File: src/rtl/edge_stats_pkg.sv
// Shared types, default geometry and helpers for the edge focus statistics block.
// Contents:
//   state_e    - frame accumulator FSM states
//   DEF_*      - default 800x480 geometry, centred ROI and accumulator width
//   sat_add    - saturating add of an 8-bit edge value into an accumulator of width w
package edge_stats_pkg;

    typedef enum logic [1:0] {
        WAIT_VS = 2'd0,
        ACCUM   = 2'd1,
        PUBLISH = 2'd2
    } state_e;

    localparam int unsigned DEF_WIDTH  = 800;
    localparam int unsigned DEF_HEIGHT = 480;
    localparam int unsigned DEF_ROI_X0 = 200;
    localparam int unsigned DEF_ROI_X1 = 599;
    localparam int unsigned DEF_ROI_Y0 = 120;
    localparam int unsigned DEF_ROI_Y1 = 359;
    localparam int unsigned DEF_SUM_W  = 32;
    localparam int unsigned MAX_SUM_W  = 64;

    // acc is zero-extended to MAX_SUM_W; the result clamps at 2^w-1 instead of wrapping.
    function automatic logic [MAX_SUM_W-1:0] sat_add(input logic [MAX_SUM_W-1:0] acc,
                                                     input logic [7:0]           val,
                                                     input int unsigned          w);
        logic [MAX_SUM_W:0] sum;
        logic [MAX_SUM_W:0] lim;
        sum = {1'b0, acc} + {{(MAX_SUM_W - 7){1'b0}}, val};
        lim = ({{MAX_SUM_W{1'b0}}, 1'b1} << w) - {{MAX_SUM_W{1'b0}}, 1'b1};
        if (sum > lim) begin
            return lim[MAX_SUM_W-1:0];
        end
        return sum[MAX_SUM_W-1:0];
    endfunction

endpackage

File: src/rtl/vga_position_tracker.sv
// Derives pixel column/line position from VGA blank and vsync.
// Ports:
//   VGA_CLK, reset_n - pixel clock, async active-low reset
//   iVGA_BLANK_N     - high during active pixels
//   iVGA_VS          - vertical sync, low between frames
//   x, y             - column / line of the current pixel (saturate at WIDTH / HEIGHT)
//   line_count_ok    - the lines seen so far equal HEIGHT
//   vs_fall          - combinational vsync falling edge for the current cycle
module vga_position_tracker
    import edge_stats_pkg::*;
#(
    parameter int unsigned WIDTH  = DEF_WIDTH,
    parameter int unsigned HEIGHT = DEF_HEIGHT,
    parameter int unsigned XW     = $clog2(WIDTH + 1),
    parameter int unsigned YW     = $clog2(HEIGHT + 1)
) (
    input  logic          VGA_CLK,
    input  logic          reset_n,
    input  logic          iVGA_BLANK_N,
    input  logic          iVGA_VS,
    output logic [XW-1:0] x,
    output logic [YW-1:0] y,
    output logic          line_count_ok,
    output logic          vs_fall
);

    logic [XW-1:0] x_q;
    logic [YW-1:0] y_q;
    logic          vs_q;
    logic          blank_n_q;

    always_ff @(posedge VGA_CLK or negedge reset_n) begin
        if (!reset_n) begin
            x_q       <= '0;
            y_q       <= '0;
            vs_q      <= 1'b1;
            blank_n_q <= 1'b1;
        end else begin
            vs_q      <= iVGA_VS;
            blank_n_q <= iVGA_BLANK_N;
            if (iVGA_BLANK_N) begin
                if (x_q < XW'(WIDTH)) begin
                    x_q <= x_q + 1'b1;
                end
            end else begin
                x_q <= '0;
            end
            // vsync low dominates a coincident end of line
            if (!iVGA_VS) begin
                y_q <= '0;
            end else if (blank_n_q && !iVGA_BLANK_N && (y_q < YW'(HEIGHT))) begin
                y_q <= y_q + 1'b1;
            end
        end
    end

    assign x             = x_q;
    assign y             = y_q;
    assign line_count_ok = (y_q == YW'(HEIGHT));
    assign vs_fall       = vs_q & ~iVGA_VS;

endmodule

File: src/rtl/edge_focus_stats.sv
// Per-frame sharpness metric: sums above-threshold edge magnitudes inside the ROI and
// publishes one saturated sum per frame, tracking the peak for auto-focus.
// Ports:
//   VGA_CLK, reset_n           - pixel clock, async active-low reset
//   iVGA_BLANK_N/HS/VS         - VGA timing from the filter stage (HS is not used)
//   edge_in, threshold         - edge magnitude and minimum counted value
//   clear_peak                 - synchronous peak clear
//   metric, metric_valid       - last published sum and its one-cycle strobe
//   frame_err                  - one-cycle strobe: frame had the wrong line count
//   peak_metric, is_peak       - largest metric since reset/clear, last publish set it
//   frame_count                - published frames, wraps
module edge_focus_stats
    import edge_stats_pkg::*;
#(
    parameter int unsigned WIDTH  = DEF_WIDTH,
    parameter int unsigned HEIGHT = DEF_HEIGHT,
    parameter int unsigned ROI_X0 = DEF_ROI_X0,
    parameter int unsigned ROI_X1 = DEF_ROI_X1,
    parameter int unsigned ROI_Y0 = DEF_ROI_Y0,
    parameter int unsigned ROI_Y1 = DEF_ROI_Y1,
    parameter int unsigned SUM_W  = DEF_SUM_W
) (
    input  logic             VGA_CLK,
    input  logic             reset_n,
    input  logic             iVGA_BLANK_N,
    input  logic             iVGA_HS,
    input  logic             iVGA_VS,
    input  logic [7:0]       edge_in,
    input  logic [7:0]       threshold,
    input  logic             clear_peak,
    output logic [SUM_W-1:0] metric,
    output logic             metric_valid,
    output logic             frame_err,
    output logic [SUM_W-1:0] peak_metric,
    output logic             is_peak,
    output logic [15:0]      frame_count
);

    localparam int unsigned XW = $clog2(WIDTH + 1);
    localparam int unsigned YW = $clog2(HEIGHT + 1);

    logic [XW-1:0] x;
    logic [YW-1:0] y;
    logic          line_count_ok;
    logic          vs_fall;

    vga_position_tracker #(
        .WIDTH (WIDTH),
        .HEIGHT(HEIGHT),
        .XW    (XW),
        .YW    (YW)
    ) u_pos (
        .VGA_CLK      (VGA_CLK),
        .reset_n      (reset_n),
        .iVGA_BLANK_N (iVGA_BLANK_N),
        .iVGA_VS      (iVGA_VS),
        .x            (x),
        .y            (y),
        .line_count_ok(line_count_ok),
        .vs_fall      (vs_fall)
    );

    state_e           state_q, state_d;
    logic [SUM_W-1:0] acc_q, acc_d;
    logic [SUM_W-1:0] metric_q, metric_d;
    logic [SUM_W-1:0] peak_q, peak_d;
    logic             valid_q, valid_d;
    logic             err_q, err_d;
    logic             is_peak_q, is_peak_d;
    logic [15:0]      fc_q, fc_d;

    logic                 hit;
    logic [MAX_SUM_W-1:0] acc_ext;
    logic [MAX_SUM_W-1:0] sum_wide;
    logic [SUM_W-1:0]     peak_base;
    logic                 unused_bits;

    assign hit = iVGA_BLANK_N
               && (x >= XW'(ROI_X0)) && (x <= XW'(ROI_X1))
               && (y >= YW'(ROI_Y0)) && (y <= YW'(ROI_Y1))
               && (edge_in >= threshold);

    always_comb begin
        acc_ext              = '0;
        acc_ext[SUM_W-1:0]   = acc_q;
        sum_wide             = sat_add(acc_ext, edge_in, SUM_W);
    end

    assign unused_bits = ^{iVGA_HS, sum_wide};

    always_comb begin
        state_d   = state_q;
        acc_d     = acc_q;
        metric_d  = metric_q;
        peak_d    = peak_q;
        valid_d   = 1'b0;
        err_d     = 1'b0;
        is_peak_d = is_peak_q;
        fc_d      = fc_q;
        // a coincident clear is applied before the peak compare
        peak_base = clear_peak ? '0 : peak_q;
        if (clear_peak) begin
            peak_d    = '0;
            is_peak_d = 1'b0;
        end
        unique case (state_q)
            WAIT_VS: begin
                if (vs_fall) begin
                    state_d = ACCUM;
                    acc_d   = '0;
                end
            end
            ACCUM: begin
                if (hit) begin
                    acc_d = sum_wide[SUM_W-1:0];
                end
                if (vs_fall) begin
                    state_d = PUBLISH;
                    if (line_count_ok) begin
                        metric_d = acc_q;
                        valid_d  = 1'b1;
                        fc_d     = fc_q + 16'd1;
                        if (acc_q > peak_base) begin
                            peak_d    = acc_q;
                            is_peak_d = 1'b1;
                        end else begin
                            is_peak_d = 1'b0;
                        end
                    end else begin
                        err_d = 1'b1;
                    end
                end
            end
            PUBLISH: begin
                state_d = ACCUM;
                acc_d   = '0;
            end
            default: state_d = WAIT_VS;
        endcase
    end

    always_ff @(posedge VGA_CLK or negedge reset_n) begin
        if (!reset_n) begin
            state_q   <= WAIT_VS;
            acc_q     <= '0;
            metric_q  <= '0;
            peak_q    <= '0;
            valid_q   <= 1'b0;
            err_q     <= 1'b0;
            is_peak_q <= 1'b0;
            fc_q      <= '0;
        end else begin
            state_q   <= state_d;
            acc_q     <= acc_d;
            metric_q  <= metric_d;
            peak_q    <= peak_d;
            valid_q   <= valid_d;
            err_q     <= err_d;
            is_peak_q <= is_peak_d;
            fc_q      <= fc_d;
        end
    end

    assign metric       = metric_q;
    assign metric_valid = valid_q;
    assign frame_err    = err_q;
    assign peak_metric  = peak_q;
    assign is_peak      = is_peak_q;
    assign frame_count  = fc_q;

endmodule

File: config.mk
export PLATFORM = sky130hd
export DESIGN_NAME = edge_focus_stats
export DESIGN_NICKNAME = d
export VERILOG_FILES = /design/src/rtl/edge_stats_pkg.sv /design/src/rtl/vga_position_tracker.sv /design/src/rtl/edge_focus_stats.sv
export SDC_FILE = /design/constraint.sdc
export NUM_CORES = 1
export LEC_CHECK = 0
export CAP_MARGIN = 40
export CORE_ASPECT_RATIO = 1.2
export CORE_UTILIZATION = 30
export DETAILED_ROUTE_END_ITERATION = 10
export GPL_TIMING_DRIVEN = 0
export PLACE_DENSITY = 0.57
export SYNTH_ARGS = -nofsm -noshare
export SYNTH_HDL_FRONTEND = slang
export SYNTH_SLANG_ARGS = --single-unit
File: constraint.sdc
create_clock -name VGA_CLK -period 7.7 [get_ports VGA_CLK]
set_clock_uncertainty 0.05 [all_clocks]
set_input_delay 1.54 -clock VGA_CLK [delete_from_list [all_inputs] [get_ports VGA_CLK]]
set_output_delay 1.54 -clock VGA_CLK [all_outputs]
set_load 0.05 [all_outputs]
---- Word-level counts from Yosys, hierarchy flattened ----
Cells that the tools add are included.
storage, ports and cells
  bits in registers ....................... 138
  input bits .............................. 22
  logic and storage cells ................. 77
operators by class
  add/sub/neg operators ................... 4
  magnitude comparators ................... 9
  equality and inequality tests ........... 8
  multiplexer cells ....................... 29
  bitwise gates (word level) .............. 2
  reduce and logical (&&, ||, !) cells .... 13
operators with widths
  operator                                                 number
  two-way mux 32 bit                                       9
  case mux 32 bit (3 select lines)                         1
  adder 32 x 8 -> 33 bit                                   1
  > comparator 33 x 32 -> 1 bit (second input constant)    1
  > comparator 32 bit                                      1
  two-way mux 10 bit                                       2
  two-way mux 9 bit                                        2
  adder 16 x 1 -> 16 bit (second input constant)           1
  two-way mux 1 bit                                        12
  adder 10 x 1 -> 10 bit (second input constant)           1
  >= comparator 10 x 8 -> 1 bit (second input constant)    1
  less-or-equal comparator 10 bit (second input constant)  1
  < comparator 10 bit (second input constant)              1
  adder 9 x 1 -> 9 bit (second input constant)             1
  equality test 9 bit (second input constant)              1
  >= comparator 9 x 7 -> 1 bit (second input constant)     1
  less-or-equal comparator 9 bit (second input constant)   1
  < comparator 9 bit (second input constant)               1
  >= comparator 8 bit                                      1
  inequality test 2 x 1 -> 1 bit (second input constant)   4
  logical AND 1 bit                                        7
  case mux 2 bit (3 select lines)                          1
  AND reduction 3 bit                                      2
  two-way mux 2 bit                                        2
  9 further kinds                                          9

---- Longest topological paths before layout ----
  depth in word-level cells ............... 8
  depth in mapped cells ................... 10
  gate-level depth less buffers ........... 9

---- Cells and area by module ----
A second synthesis with hierarchy kept.
unflattened totals
  cells, all modules ...................... 784
  area, all modules ....................... 7696.1 µm²
modules (own cells, without submodules)
  module                times used  cells each  area each (µm²)  seq. area each (µm²)
  edge_focus_stats      1           668         6537.5           2927.8
  vga_position_tracker  1           116         1158.6           528.0

---- Worst setup path after synthesis ----
No wires, ideal clock.
  path kind ............................... input -> register
  from .................................... input port clear_peak
  to ...................................... register peak_q[10] (netlist: peak_metric[10])
  arrival ................................. 3887 ps
  data required time ...................... 7571 ps
  slack ................................... 3684 ps
  stages on the path ...................... 10
  cells stage by stage .................... clkbuf_1 > nand2b_1 > ha_1 > a211o_1 > a21oi_1 > a31oi_1 > o41a_1 > o31ai_2 > buf_2 > mux2i_1
between the ends
  longest elaborated chain between the ends .. 6
RTL lines
  what                    line                                              source
  start: declaration      edge_focus_stats.sv:30                            input logic clear_peak,
  two-way mux 32 bit (*)  edge_focus_stats.sv:101, edge_focus_stats.sv:102
  > comparator 32 bit     edge_focus_stats.sv:123                           if (acc_q > peak_base) begin
  two-way mux 32 bit      edge_focus_stats.sv:123
  two-way mux 32 bit      edge_focus_stats.sv:119                           if (line_count_ok) begin
  two-way mux 32 bit      edge_focus_stats.sv:117                           if (vs_fall) begin
  two-way mux 32 bit (*)  edge_focus_stats.sv:106                           unique case (state_q)
  net peak_d[10]          edge_focus_stats.sv:66                            logic [SUM_W-1:0] peak_q, peak_d;
  end signal: assignment  edge_focus_stats.sv:156                           peak_q <= peak_d;
  end: declaration        edge_focus_stats.sv:66
The timed path passes the listed nets; every way through them passes the cells marked *.
A chain may end at the register's enable or synchronous reset.

---- Worst setup path after layout ----
  from .................................... input port clear_peak
  to ...................................... register peak_q[18] (netlist: peak_metric[18])
The elaborated chain is that of the path after synthesis.

==> flow_summary.toml <==
[outcome]
run_status = "finished clean"

[synth]
synth_top_area_share_pct = 45.1
synth-async-reset-ratio_pct = 100
synth_top_area_cell = "dfrtp_1"
synth-seq-cells = 138
ys.flop_type = "dfrtp_1"
synth_edf_count = 0
ys_seq_area_share_pct = 45.8
syn_avg_cell_area_um2 = 9.98
synth.distinct_cells = 65
synth_area_leaders = "dfrtp_1 (45%), ha_1 (8.8%), mux2i_1 (4.4%)"
yosysWarnings = 0
synth_fp_nets = 832
synth_cells = 756
synth_area_mm2 = 0.00754

[die]
die_h_um = 176
ioPinCount = 105
die_w_um = 147
core_mm2 = 0.0247
die-area_mm2 = 0.0258
start_util_pct = 30.6
rows = 63

[timing]
fin_crit_sh_pct = 66.3
fmax_ghz = 0.196
fin_crit_ns = 5.10
slew_headroom_pct = 41.7
hold_viol_final = 0
slew_violations = 0
tightest_slew_ns = 0.860
tns_ns = 0
worst_slack_ns = 2.60
rsz0062_at_grt = "false"
finalSetupViolCount = 0

[setup_path]
critPathTopFamily = "buffers and inverters"
r2r-start = "acc_q[0]"
critPathKind = "input pin to register"
critical_path.slowest_cell = "clkdlybuf4s50_1"
path_max_fanout = 10
cp.depth = 11
critPathRequiredTime_ns = 7.99
path_buf_inv = 3
cp_cell_sequence = "clkdlybuf4s50_1, clkbuf_1, nand2b_1, ha_1, a211o_1, a21oi_1, a31oi_1, o41a_1, o31ai_2, buf_2, mux2i_1"
cp-start-kind = "input pin"
crit_start = "clear_peak"
timing.rr.end = "acc_q[11]"
crit_end = "peak_metric[18]"
crit_arrival_ns = 5.40
end_kind = "register"
max_stage_delay_ns = 0.72
reg2regPathDepth = 9
rrSetupSlack_ns = 4.54

[pwr]
ir_worst_vdd_mv = 0.117
powerDensity_mw_per_mm2 = 171
p_leak_nw = 4.27
power_w = 0.00164

[cts]
h-tree-depth = 4
cts_setup_buffers = 0
cts_resized = 0
clk_pin_slew_ns = 0.07
cts_inserted_buffers = 17
clock_path_buffers = 2
cts_tree = "yes"
cts_root_buffer = "clkbuf_16"
ctsHoldBuffers = 0
cts.sinks = 138
clock_latency_ns = 0.43

[cells_and_area]
ff_latch_area_mm2 = 0.00346
drive_gt1_share_pct = 6.28
multiInputGateArea_mm2 = 0.00378
fin_cells = 1217
fin_util_pct = 38.8
nFillCells = 2491
area_delta_synth_final_pct = 27.1
n_antenna_cell = 0
fin_nets = 955

[detailed_routing]
final_antenna_net_count = 0
drcViolationCount = 0
viasPerCell = 5.09
num_vias = 6190
drtPass1Iterations = 5
drtIter0Drc = 347
wl_per_cell_um = 16.7
wl_um = 20400

[worst_hold_path]
hold_class = "register to register"

[grt]
antenna_found_initial = 0
grt_pass1_wl_um = 33400
grt_start_max_net_pins = 84
grt_usage_pct = 16.6
grt_overflow = 0
grt_pass1_vias = 6204

[placement]
globalplace.congestion = 0.910
io_buffers = 103
hpwl_um = 15300
pre_cts_slack_ns = 2.16
dp.cells = 1185

[job]
drv_cap = 0
## synth_stat cells (all sizes together) (16+ instances only)
cell / number
dfrtp: 136
nand2: 68
ha: 53
inv: 51
o21ai: 51
nand2b: 34
mux2i: 33
a21oi: 29
xnor2: 24
nand3: 22
nor2: 22
and2: 21
nand4: 21
clkbuf: 18
nor3: 16
## how the worst min path moves through the flow
stage	start	end	slack, ns	cells past startpoint
2_1_floorplan	u_pos.x[9]	u_pos.x[9]	0.44	1
3_5_place_dp	frame_count[15]	frame_count[15]	0.42	1
6_report	frame_count[15]	frame_count[15]	0.42	1
4_1_cts	frame_count[15]	frame_count[15]	0.43	1
5_1_grt	metric[27]	metric[27]	0.45	2
3_3_place_gp	frame_count[15]	frame_count[15]	0.41	1
## placed cells by master, fill, tap and decap left out, types with 8 or more instances in the layout
cell type	n
nor2b_1	8
clkbuf_1	18
clkbuf_16	17
a21oi_1	29
nor2_1	22
and3_1	12
nand3_1	22
o21ai_0	51
nand2_1	68
mux2i_1	33
xnor2_1	24
o31ai_1	8
clkdlybuf4s50_1	102
ha_1	53
dfrtp_1	136
nand4_1	21
nand2b_1	34
inv_1	51
and2_1	20
xor2_1	12
a31oi_1	12
and4_1	10
a211oi_1	8
nor3_1	15
## per-layer routing
metal | wire [um] | up-vias | share of wire, % | GRT usage, %
met2 | 10100 | 173 | 50 | 28.2
met5 | 0 | - | 0 | 0
li1 | - | 2972 | - | -
met1 | 8920 | 3011 | 44 | 20.8
met3 | 880 | 34 | 4.3 | 2.99
met4 | 423 | 0 | 2.1 | 6.34
## cell families (layout without fill, tap and decap cells)
group,Yosys count,after routing,share of synthesized area (%)
and+or+nand+nor,257,257,18.5
adders and majority gates,54,54,9.06
xor gates and xnor gates,36,36,4.18
AOI/OAI and AO/OA,160,160,13.9
buffers and inverters,77,213,4.05
DFF,138,138,45.8
muxes,34,34,4.53
## state kept, by name, summed over array words and instances, names as in the netlist
name             cells
u_pos.y              9
peak_metric         32
is_peak              1
u_pos.x             10
metric_valid         1
metric              32
state_q              2
acc_q               32
u_pos.blank_n_q      1
u_pos.vs_q           1
frame_err            1
frame_count         16
## cell type report
cell class | instances | area share [%]
multi-input combinational | 541 | 39.5
sequential | 138 | 36.1
timing repair buffer | 104 | 11.1
clock buffer | 17 | 4.44
tap | 325 | 4.24
inverter | 51 | 2.00
clock inverter | 15 | 1.55
buffer | 26 | 1.19
## power by group
group          switching (W)   total, W  internal (W)
Sequential        0.00000723   0.000739      0.000732
Combinational      0.0000604  0.0000961     0.0000357
Clock               0.000372   0.000804      0.000431
## through the flow
stage               instance area, um^2  hold slack (ns)
floorplan                          7540            0.436
global placement                   8980            0.412
detailed placement                 9010            0.417
CTS                                9580            0.427
global route                       9580            0.448
finish                             9580            0.425
No activity file was read; power rests on OpenSTA's default activity.
